<file path="src/rtl/vect_issue_ctrl.sv">
// Vector issue controller: pops instruction words from a first-word-fall-through
// FIFO, handles vector-length configuration words, and issues each vector
// operation to the lanes as a series of LANES-wide element groups.
//
// Ports:
//   clk_i          clock, all state updates on the rising edge
//   rst_i          asynchronous active-high reset
//   instr_i        FIFO head word (valid while buf_empty_i=0)
//   buf_empty_i    FIFO empty
//   buf_read_o     one-cycle FIFO pop strobe (combinational from state/inputs)
//   lane_ready_i   lanes accept the current element group
//   flush_i        synchronous abort of the instruction in flight
//   issue_valid_o  element group valid to lanes
//   instr_o        latched instruction being issued
//   lane_en_o      per-lane element enable
//   elem_base_o    element index of lane 0 in the current group
//   last_o         current group is the final group
//   vl_o           current vector length
//   busy_o         controller in ISSUE
module vect_issue_ctrl #(
    parameter int unsigned INSTR_WIDTH = 32,
    parameter int unsigned LANES       = 4,
    parameter int unsigned VLMAX       = 32
) (
    input  logic                   clk_i,
    input  logic                   rst_i,
    input  logic [INSTR_WIDTH-1:0] instr_i,
    input  logic                   buf_empty_i,
    output logic                   buf_read_o,
    input  logic                   lane_ready_i,
    input  logic                   flush_i,
    output logic                   issue_valid_o,
    output logic [INSTR_WIDTH-1:0] instr_o,
    output logic [LANES-1:0]       lane_en_o,
    output logic [5:0]             elem_base_o,
    output logic                   last_o,
    output logic [5:0]             vl_o,
    output logic                   busy_o
);

    localparam int unsigned LANE_SHIFT = $clog2(LANES);
    localparam logic [5:0]  VLMAX_W    = 6'(VLMAX);
    localparam logic [6:0]  LANES_W    = 7'(LANES);

    typedef enum logic {
        IDLE  = 1'b0,
        ISSUE = 1'b1
    } state_t;

    state_t                 state;
    logic [5:0]             vl;
    logic [5:0]             group;
    logic [INSTR_WIDTH-1:0] instr;

    logic                   in_issue_c;
    logic                   pop_c;
    logic                   is_cfg_c;
    logic [5:0]             cfg_vl_c;
    logic [5:0]             base_c;
    logic                   last_c;
    logic [LANES-1:0]       lane_en_c;

    // Pop only from IDLE; flush and reset both suppress it.
    assign in_issue_c = (state == ISSUE);
    assign pop_c      = !in_issue_c && !buf_empty_i && !flush_i && !rst_i;
    assign is_cfg_c   = instr_i[31];
    assign cfg_vl_c   = (instr_i[25:20] > VLMAX_W) ? VLMAX_W : instr_i[25:20];

    // Group geometry; 7-bit sums so base+LANES cannot wrap.
    assign base_c = 6'(group << LANE_SHIFT);
    assign last_c = (7'(base_c) + LANES_W) >= 7'(vl);

    always_comb begin
        lane_en_c = '0;
        for (int unsigned i = 0; i < LANES; i++) begin
            lane_en_c[i] = (7'(base_c) + 7'(i)) < 7'(vl);
        end
    end

    // Controller state: decode on pop, walk groups while issuing.
    always_ff @(posedge clk_i or posedge rst_i) begin
        if (rst_i) begin
            state <= IDLE;
            vl    <= '0;
            group <= '0;
            instr <= '0;
        end else begin
            case (state)
                IDLE: begin
                    if (pop_c) begin
                        if (is_cfg_c) begin
                            vl <= cfg_vl_c;
                        end else if (vl != 6'd0) begin
                            instr <= instr_i;
                            group <= '0;
                            state <= ISSUE;
                        end
                    end
                end
                ISSUE: begin
                    if (flush_i) begin
                        state <= IDLE;
                    end else if (lane_ready_i) begin
                        if (last_c) begin
                            state <= IDLE;
                        end else begin
                            group <= group + 6'd1;
                        end
                    end
                end
                default: state <= IDLE;
            endcase
        end
    end

    // Issue outputs are decoded from registers and forced to zero outside ISSUE.
    assign buf_read_o    = pop_c;
    assign issue_valid_o = in_issue_c;
    assign busy_o        = in_issue_c;
    assign elem_base_o   = in_issue_c ? base_c : 6'd0;
    assign lane_en_o     = in_issue_c ? lane_en_c : '0;
    assign last_o        = in_issue_c && last_c;
    assign vl_o          = vl;
    assign instr_o       = instr;

endmodule

</file>
<file path="config.mk">
export PLATFORM = sky130hd
export DESIGN_NAME = vect_issue_ctrl
export DESIGN_NICKNAME = d
export VERILOG_FILES = /design/src/rtl/vect_issue_ctrl.sv
export SDC_FILE = /design/constraint.sdc
export NUM_CORES = 1
export LEC_CHECK = 0
export BUFFER_PORTS_ARGS = -buffer_cell sky130_fd_sc_hd__buf_2
export CAP_MARGIN = 40
export CORE_MARGIN = 3
export CORE_UTILIZATION = 50
export CTS_BUF_LIST = sky130_fd_sc_hd__clkbuf_8
export CTS_CLUSTER_DIAMETER = 50
export DETAILED_ROUTE_END_ITERATION = 12
export PLACE_DENSITY = 0.95
export SLEW_MARGIN = 5
export SYNTH_ARGS = -nofsm -noshare
export SYNTH_HDL_FRONTEND = slang
export SYNTH_SLANG_ARGS = --single-unit
</file>
<file path="constraint.sdc">
create_clock -name clk_i -period 3.26 [get_ports clk_i]
set_clock_uncertainty 0.1 [all_clocks]
set_input_delay 0.652 -clock clk_i [delete_from_list [all_inputs] [get_ports clk_i]]
set_output_delay 0.652 -clock clk_i [all_outputs]
set_load 0.02 [all_outputs]
</file>
[Yosys cells after proc, flatten, opt, wreduce, memory -nomap -nowiden]
Cells that the tools add are included.
Word-level totals
  register bits: 44
  bits of input ports: 37
Cells by class
  add/subtract/negate cells: 5
  order comparisons: 6
  eq/ne operators: 6
  muxes and demuxes: 17
  bitwise logic cells: 2
  reductions and logical operators: 12
Operators by type and width (count)
  $mux W6: 8
  $lt A7 B6 Y1: 3
  $add A6 B2 Y7 const B: 2
  $ne A2 B2 Y1 const B: 6
  $pmux W6 S2: 1
  $add A6 B1 Y7 const B: 1
  $add A6 B3 Y7 const B: 1
  $ge A7 B6 Y1: 1
  $add A6 B1 Y6 const B: 1
  $gt A6 B6 Y1 const B: 1
  $lt A6 B6 Y1: 1
  $mux W1: 6
  $reduce_and A6 Y1: 1
  $reduce_bool A6 Y1: 1
  $logic_and A1 B1 Y1: 4
  $logic_not A1 Y1: 4
  $mux W4: 1
  $reduce_and A4 Y1: 1
  $reduce_and A3 Y1: 1
  $not A1 Y1: 2
  $pmux W1 S2: 1

[Longest topological paths before layout]
Gate-level depths: netlist of the first run.
  depth after elaboration: 6
  depth in mapped cells: 8
  mapped depth without buffers: 8

[Least setup slack after synthesis of the first run]
No wires, ideal clock.
  kind: register -> output
  start point: reg vl[4], in the netlist vl_o[4]
  end point: out lane_en_o[2]
  data arrival time: 1847 ps
  slack: 661 ps
  cell stages (with the launch flop): 7
  path buffers: 0
  cell sequence: dfrtp_1 inv_1 ha_1 a21o_1 a211o_1 a21o_1 a31oi_1
Between the ends
  cells in the longest elaborated chain, start to end: 2
RTL lines
  from (decl): line 51  | logic [5:0] vl;
  from (signal assigned): line 92  | vl <= cfg_vl_c;
  $lt A7 B6 Y1: line 76  | lane_en_c[i] = (7'(base_c) + 7'(i)) < 7'(vl);
  $mux W4: line 121  | assign lane_en_o = in_issue_c ? lane_en_c : '0;
  to (decl): line 34  | output logic [LANES-1:0] lane_en_o,
No other way between the ends.

[Worst setup path in the final report of the first run]
  start point: reg group[0]
  end point: out last_o
Between the ends
  cells in the longest elaborated chain, start to end: 3
RTL lines
  from (decl): line 52  | logic [5:0] group;
  from (signal assigned): line 107  | group <= group + 6'd1;
  $add A6 B3 Y7: line 71  | assign last_c = (7'(base_c) + LANES_W) >= 7'(vl);
  $ge A7 B6 Y1: line 71
  $logic_and A1 B1 Y1: line 122  | assign last_o = in_issue_c && last_c;
  to (decl): line 36  | output logic last_o,
No other way between the ends.

==> run summary, run 1 <==
The run finished with clean final reports. The number of routed nets with antenna violations is 0. The height of the die came out at 71.7 µm. In this run the deepest clock path goes through 2 buffers. The average cell area after synthesis came out at 13.3 µm². The total count of hold-check failures in the final report came out at 0. The wire length reported by the detailed router is 4.72 mm. The fraction of layout cells with a size suffix above 1 came out at 53.4%.

Setup violations remaining at the end of the flow were counted as 0. Entering global routing, the biggest net connects 26 pins. For this run, the detailed router's first-pass iteration total came to 4. The CTS clock-pin slew for the worst setup and hold paths is 80 ps. The overall fraction of global-route tracks in use is 18.9%. The number of antenna violations at the first check in global routing came to 0. The total power density per cell area is 750 nW/µm². The most used flip-flop cell after synthesis is dfrtp_1. The core outline area came out at 4090 µm². STA classifies the critical path startpoint as a register.

The endpoint required time on the critical path came out at 2510 ps. The async set or reset register ratio after synthesis is 100%. After detailed routing, the number of vias per cell comes to 5.23. The worst hold path belongs to the class input port to async pin. The summed instance area of the synthesized netlist is 2160 µm².

The number of CTS-inserted buffers came out at 5. The worst path meets setup with 287 ps of slack. After layout, the worst path uses 91.2% of the clock period.

The flip-flop and latch area is 1050 µm². At the later pin of the worst-skew pair, clock insertion delay measures 290 ps. The max-slew violation total from the final report came out at 0.

TritonCTS built the clock tree. The post-CTS repair timing setup buffer count came out at 0. The clock period minus worst slack came out at 2970 ps.

The number of storage elements in the synthesis netlist is 42. The cell count after synthesis is 162. The leftover overflow at the end of global routing came out at 0. The number of fill cells came out at 315. The number of DRC markers after the initial detailed-route iteration came out at 68. The count of max-cap constraint violations is 0. The static leakage power came out at 1.44 nW. For the worst setup path, the data arrival time is 2220 ps. The area of the multi-input gates is 973 µm².

The area added between synthesis and finish came out at 23.6%. The number of global-route vias before repair came out at 1,704. The total DRC errors in the routed layout is 0. Once layout is done, the placed cells without fillers occupy 2670 µm². The post-route setup TNS is 0 ps. Setup repair after global routing left no endpoint under its margin. The count of flip-flops with a built-in enable after synthesis came out at 0. The cell area after placement came out at 2570 µm². The Yosys step of the flow raised 0 warnings. The top cell types in the final layout, fill and taps aside, are buf_2 (85), dfrtp_1 (42), mux2_4 (29). STA classifies the critical path endpoint as an output pin. The floorplan step defined a die boundary enclosing 5140 µm². After synthesis, the netlist uses 33 different library cells. The number of placement rows came out at 23. The level count of the clock H-tree is 2.

The highest net fanout along the worst path came out at 5. VDD sags by at most 0.498 mV. The total of buffers placed on input and output ports came out at 85. The first global-routing pass estimated 7.64 mm of wire.

The die is 71.7 µm wide. The number of antenna repair diodes came out at 0. 89 I/O pins were placed. The initial core utilization came out at 52.8%.

Summed over all instances, the cell type with the most area after synthesis is dfrtp_1. The routed via count came out at 1,573. Dividing the detail-routed wire length by the instance count gives 15.7 µm. Clock tree synthesis selected as its root buffer the cell clkbuf_8. The congestion estimate from routability-driven global placement came to 0.837. Leaving out filler cells and counting taps, the final layout contains 301. The total of cells resized after clock tree synthesis is 0.

Of the post-synthesis cell area, the dominant cell type holds 48.7%. The final net count came out at 297. The half-perimeter wire length after placement is 3.65 mm. The sequential cell area fraction in the yosys report came out at 48.7%. The critical path class is register to output pin. The setup slack after placement is 618 ps. In the post-synthesis netlist, the biggest area contributors are dfrtp_1 (49%), mux2_4 (20%), ha_1 (5.8%). The total instance count after detailed placement came out at 293.

Leaving out fill and tap cells, the most frequent cell in the layout is buf_2. Measured against its own limit, the worst slew margin works out to 55.9%. The clock drives 42 sinks.

The depth of the worst register-to-register path came out at 7. The highest clock frequency the design can meet came out at 336 MHz. The transition time at the pin with the least slew margin is 661 ps.

The cts-stage hold buffer count came out at 0.
## final timing paths
| kind | startpoint | to | slack [ps] |
|---|---|---|---|
| min in group clk_i | instr_o[30] | instr_o[30] | 400 |
| hold / removal | rst_i | instr_o[9] | 380 |
| hold reg to reg | instr_o[30] | instr_o[30] | 400 |
| max in group asynchronous | rst_i | busy_o | 1910 |
| setup / recovery | group[0] | last_o | 290 |
| setup reg to reg | group[0] | group[0] | 700 |
## routing by layer
metal | global-route usage, % | up-vias | share of wire, %
met5 | 0 | - | 0
met2 | 32.7 | 82 | 50
met1 | 22.6 | 759 | 38
met4 | 4.38 | 0 | 1.0
li1 | - | 726 | -
met3 | 6.59 | 6 | 10
## sequential cells by signal, indices dropped and copies added (netlist names)
register and cells:
instr_o 31, group 4, busy_o 1, vl_o 6
## synth_stat cells, types with 2 or more instances
cell type  number
dfrtp_1        42
mux2_4         29
nand2_1        11
ha_1           10
inv_1          10
o21ai_0         7
nand2b_1        5
a21o_1          4
a21oi_1         4
buf_4           4
mux2_2          4
nor2_1          4
and2_1          3
buf_12          3
a22o_1          2
a31oi_1         2
or4_1           2
## final cells by class
cell class,count,area share [%]
clock buffer,6,3.10
sequential,42,39.4
inverter,10,1.41
clock inverter,2,0.469
multi-input combinational,103,36.5
timing repair buffer,88,16.8
tap,50,2.35
## power breakdown
part	total, W	switching (W)	internal, W
registers	0.000808	0.000116	0.000692
logic	0.000849	0.000450	0.000399
clock network	0.000344	0.000174	0.000170
total	0.00200	0.000740	0.00126
## through the flow
| step | hold slack (ps) | power (W) | util, % |
|---|---|---|---|
| floorplan | 430 | 0.00139 | - |
| global placement | 385 | 0.00163 | 63.0 |
| detailed placement | 387 | 0.00167 | 63.0 |
| CTS | 399 | 0.00202 | 65.3 |
| global route | 430 | 0.00211 | 65.3 |
| finish | 378 | 0.00200 | 65.3 |
## worst max-delay path: stages (launching register included)
cell,delay (ps)
dfrtp_1,430
ha_1,340
ha_1,310
and4bb_2,250
o211ai_1,290
a21oi_1,130
buf_2,180
## kinds of logic (layout without fill, tap and decap cells)
| kind of cell | after synthesis | after routing | share of synthesized area, % |
|---|---|---|---|
| mux | 33 | 33 | 22.3 |
| other cells | 1 | 3 | 0.174 |
| xor+xnor | 2 | 2 | 0.812 |
| simple gates | 31 | 31 | 8.35 |
| flops | 42 | 42 | 48.7 |
| buf+inv | 19 | 106 | 6.61 |
| fa+ha+maj | 10 | 10 | 5.80 |
| compound gates | 24 | 24 | 7.30 |
(Power assumes the default switching activity.)
==> inputs of run 2 (changes only) <==
--- a/config.mk
+++ b/config.mk
@@ -8,11 +8,11 @@
 export BUFFER_PORTS_ARGS = -buffer_cell sky130_fd_sc_hd__buf_2
 export CAP_MARGIN = 40
 export CORE_MARGIN = 3
-export CORE_UTILIZATION = 50
-export CTS_BUF_LIST = sky130_fd_sc_hd__clkbuf_8
+export CORE_UTILIZATION = 48
+export CTS_BUF_LIST = sky130_fd_sc_hd__clkbuf_16
 export CTS_CLUSTER_DIAMETER = 50
 export DETAILED_ROUTE_END_ITERATION = 12
-export PLACE_DENSITY = 0.95
+export PLACE_DENSITY = 0.92
 export SLEW_MARGIN = 5
 export SYNTH_ARGS = -nofsm -noshare
 export SYNTH_HDL_FRONTEND = slang
==> run 2 against run 1 <==
  * Setup slack better by 110 ps
  * Global-route usage down 1.7 points
  * Routed wire length decreased by 6.2%
  * Fmax rose by 3.7%
  * Power increased by 8.9%
  * Critical path depth unchanged
  * Cell count is 0.66% lower
  * Non-clock buffer count down 1
  * Clock power grew 56%
  * Sequential power barely moved
  * Utilization is essentially flat
  * Largest cell class unchanged
  * Highest routed layer is now met5
==> run summary, run 2 (synthesis results as in run 1) <==
The run finished with clean final reports. In this run, placement finished with an instance count of 292. Clock tree synthesis inserted a total of 5 buffers. The CTS clock-pin slew for the worst setup and hold paths came out at 60 ps. The clock period could shrink to 2870 ps. The count of boundary I/O pins came out at 89. The initial utilization of the core area, before any placement, comes to 51.7%.

Of all nets on the critical path, the largest fanout is 5. The flip-flop count of the largest register, all copies and words added is 31. The post-route setup TNS came out at 0 ps. The total power density per cell area is 800 nW/µm².

The total DRC errors in the routed layout came out at 0. The longest individual stage delay on the worst path came out at 430 ps. For the worst setup path, the data arrival time is 2120 ps. The post-route fraction of the period consumed by the critical path came out at 88.0%.

The number of routed nets with antenna violations is 0. The die span in x came out at 73.1 µm. The number of global-route vias before repair is 1,478. After detailed routing, the average wire length per cell comes to 14.8 µm.

The count of max-cap constraint violations is 0. The worst setup path is captured at an output pin. Entering global routing, the biggest net connects 33 pins. The highest clock frequency the design can meet came out at 349 MHz. The slowest stage of the critical path is the dfrtp_1 cell. The floorplan die area is 5340 µm². The critical path goes through ha_1 > ha_1 > and4bb_2 > o211ai_1 > a21oi_1 > buf_2.

From synthesis to final layout, the design area changed by 26.2%. The wire length of the first global-routing pass is 7.06 mm. The final net count is 296. The clock tree root buffer cell is clkbuf_16. The internal power summed over all cells is 0.00144 W.

The static leakage power came out at 1.47 nW. The total count of hold-check failures in the final report came out at 0. The routed via count is 1,534.

The number of antenna violations at the first check in global routing is 1. The overall fraction of global-route tracks in use is 17.2%. The number of failing setup endpoints in the final timing report is 0. Leaving out fill and tap cells, the most frequent cell in the layout is buf_2. The clock latency reported for the late side of the worst-skew pair came out at 270 ps. For this run, the detailed router's first-pass iteration total came to 4. In this run the tool buffered the top-level ports with 85 buffer cells. The wire length reported by the detailed router is 4.42 mm. The half-perimeter wire length after placement came out at 3.41 mm. The number of non-filler instances in the completed layout came out at 299. The worst setup path is launched from a register. The level count of the clock H-tree is 2. The peak ir drop on the vdd network is 0.544 mV. The post-CTS repair timing setup buffer count is 0.

The layout has 332 filler cells. The max-slew violation total from the final report came out at 0. The class of the most critical hold timing path is input port to async pin. The post-route netlist has 52.6% of its cells at a drive strength greater than 1.

The endpoint required time on the critical path is 2510 ps. The final weighted congestion in routability-driven placement is 0.930. Using the TritonRoute via totals, the vias-per-cell ratio works out to 5.13.

TritonCTS built the clock tree. The cts-stage hold buffer count is 0. The number of sinks on the clock net came out at 42. The core outline area is 4170 µm². The headroom to the max-slew limit came out at 57.8%. The total of cells resized after clock tree synthesis came out at 0. The clock network fraction of design power is 24.6%. The floorplan has 23 rows.

The depth of the worst register-to-register path came out at 7. The buffer depth of the longest clock path came out at 2. The most numerous cell type found on the critical path is ha_1. Of the total power, the share spent switching nets is 33.7%.

The leftover overflow at the end of global routing is 0. In the layout the commonest cells are buf_2 (85), dfrtp_1 (42), mux2_4 (29). The critical path class is register to output pin. The number of antenna repair diodes came out at 0.

The transition time at the pin with the least slew margin came out at 633 ps. The sequential share of power is 37.1%. The height of the die is 73.1 µm. The switching power summed over all nets came out at 0.000734 W. The share of total power in combinational logic is 38.2%. Setup repair after global routing left no endpoint under its margin. In this run, the number of DRC markers left after iteration 0 of detailed routing was 58.
run 2: cell types whose count changed in the layout (fill, tap and decap cells not counted):
cell        change
clkinvlp_4      -1
bufinv_16       +1
clkinv_2        -1
clkinv_1        +1
clkbuf_16       +5
clkbuf_8        -6
buf_4           -1
run 2: worst paths after layout:
check / from / slack, ps / to
max reg2reg: group[0] / 790 / group[0]
max in group asynchronous: rst_i / 1910 / instr_o[14]
min reg2reg: instr_o[5] / 400 / instr_o[5]
min in group clk_i: instr_o[5] / 400 / instr_o[5]
min: rst_i / 390 / instr_o[27]
max: group[0] / 390 / last_o
run 2: power by group through the flow:
| stage | Sequential (W) | Clock [W] | Combinational [W] |
|---|---|---|---|
| global placement | 0.000806 | 0 | 0.000823 |
| CTS | 0.000810 | 0.000544 | 0.000844 |
| finish | 0.000809 | 0.000536 | 0.000833 |
| global route | 0.000831 | 0.000567 | 0.000899 |
| floorplan | 0.00100 | 0 | 0.000382 |
| detailed placement | 0.000809 | 0 | 0.000843 |
run 2: per-stage QoR:
| step | total power [W] | hold WS, ps | instance area [µm²] | setup WS, ps | utilization (%) |
|---|---|---|---|---|---|
| final | 0.00218 | 388 | 2720 | 393 | 65.3 |
| after detailed placement | 0.00165 | 388 | 2560 | 710 | 61.5 |
| after global placement | 0.00163 | 387 | 2560 | 736 | 61.5 |
| after floorplan | 0.00139 | 430 | 2170 | 661 | - |
| after global routing | 0.00230 | 414 | 2720 | 244 | 65.3 |
| after CTS | 0.00220 | 404 | 2720 | 404 | 65.3 |
run 2: critical path, delay by kind of cell (launching register included):
family / cells / cell delay, ps
AO/OA/AOI/OAI: 2 / 370
buffers and inverters: 1 / 180
flip-flops: 1 / 430
AND/OR/NAND/NOR: 1 / 240
adder cells (fa/ha/maj): 2 / 620
run 2: layout make-up:
class | count | area (µm²) | area share [%]
sequential | 42 | 1050 | 38.6
multi-input combinational | 103 | 973 | 35.7
timing repair buffer | 87 | 440 | 16.2
clock buffer | 5 | 125 | 4.59
tap | 50 | 62.6 | 2.30
inverter | 10 | 37.5 | 1.38
clock inverter | 2 | 33.8 | 1.24
run 2: layer usage:
layer	up-vias	part of all wire (%)	GRT usage, %
li1	726	-	-
met1	728	42	22.6
met2	72	47	27.3
met3	6	10	6.47
met4	2	0.52	3.07
met5	-	0.29	0
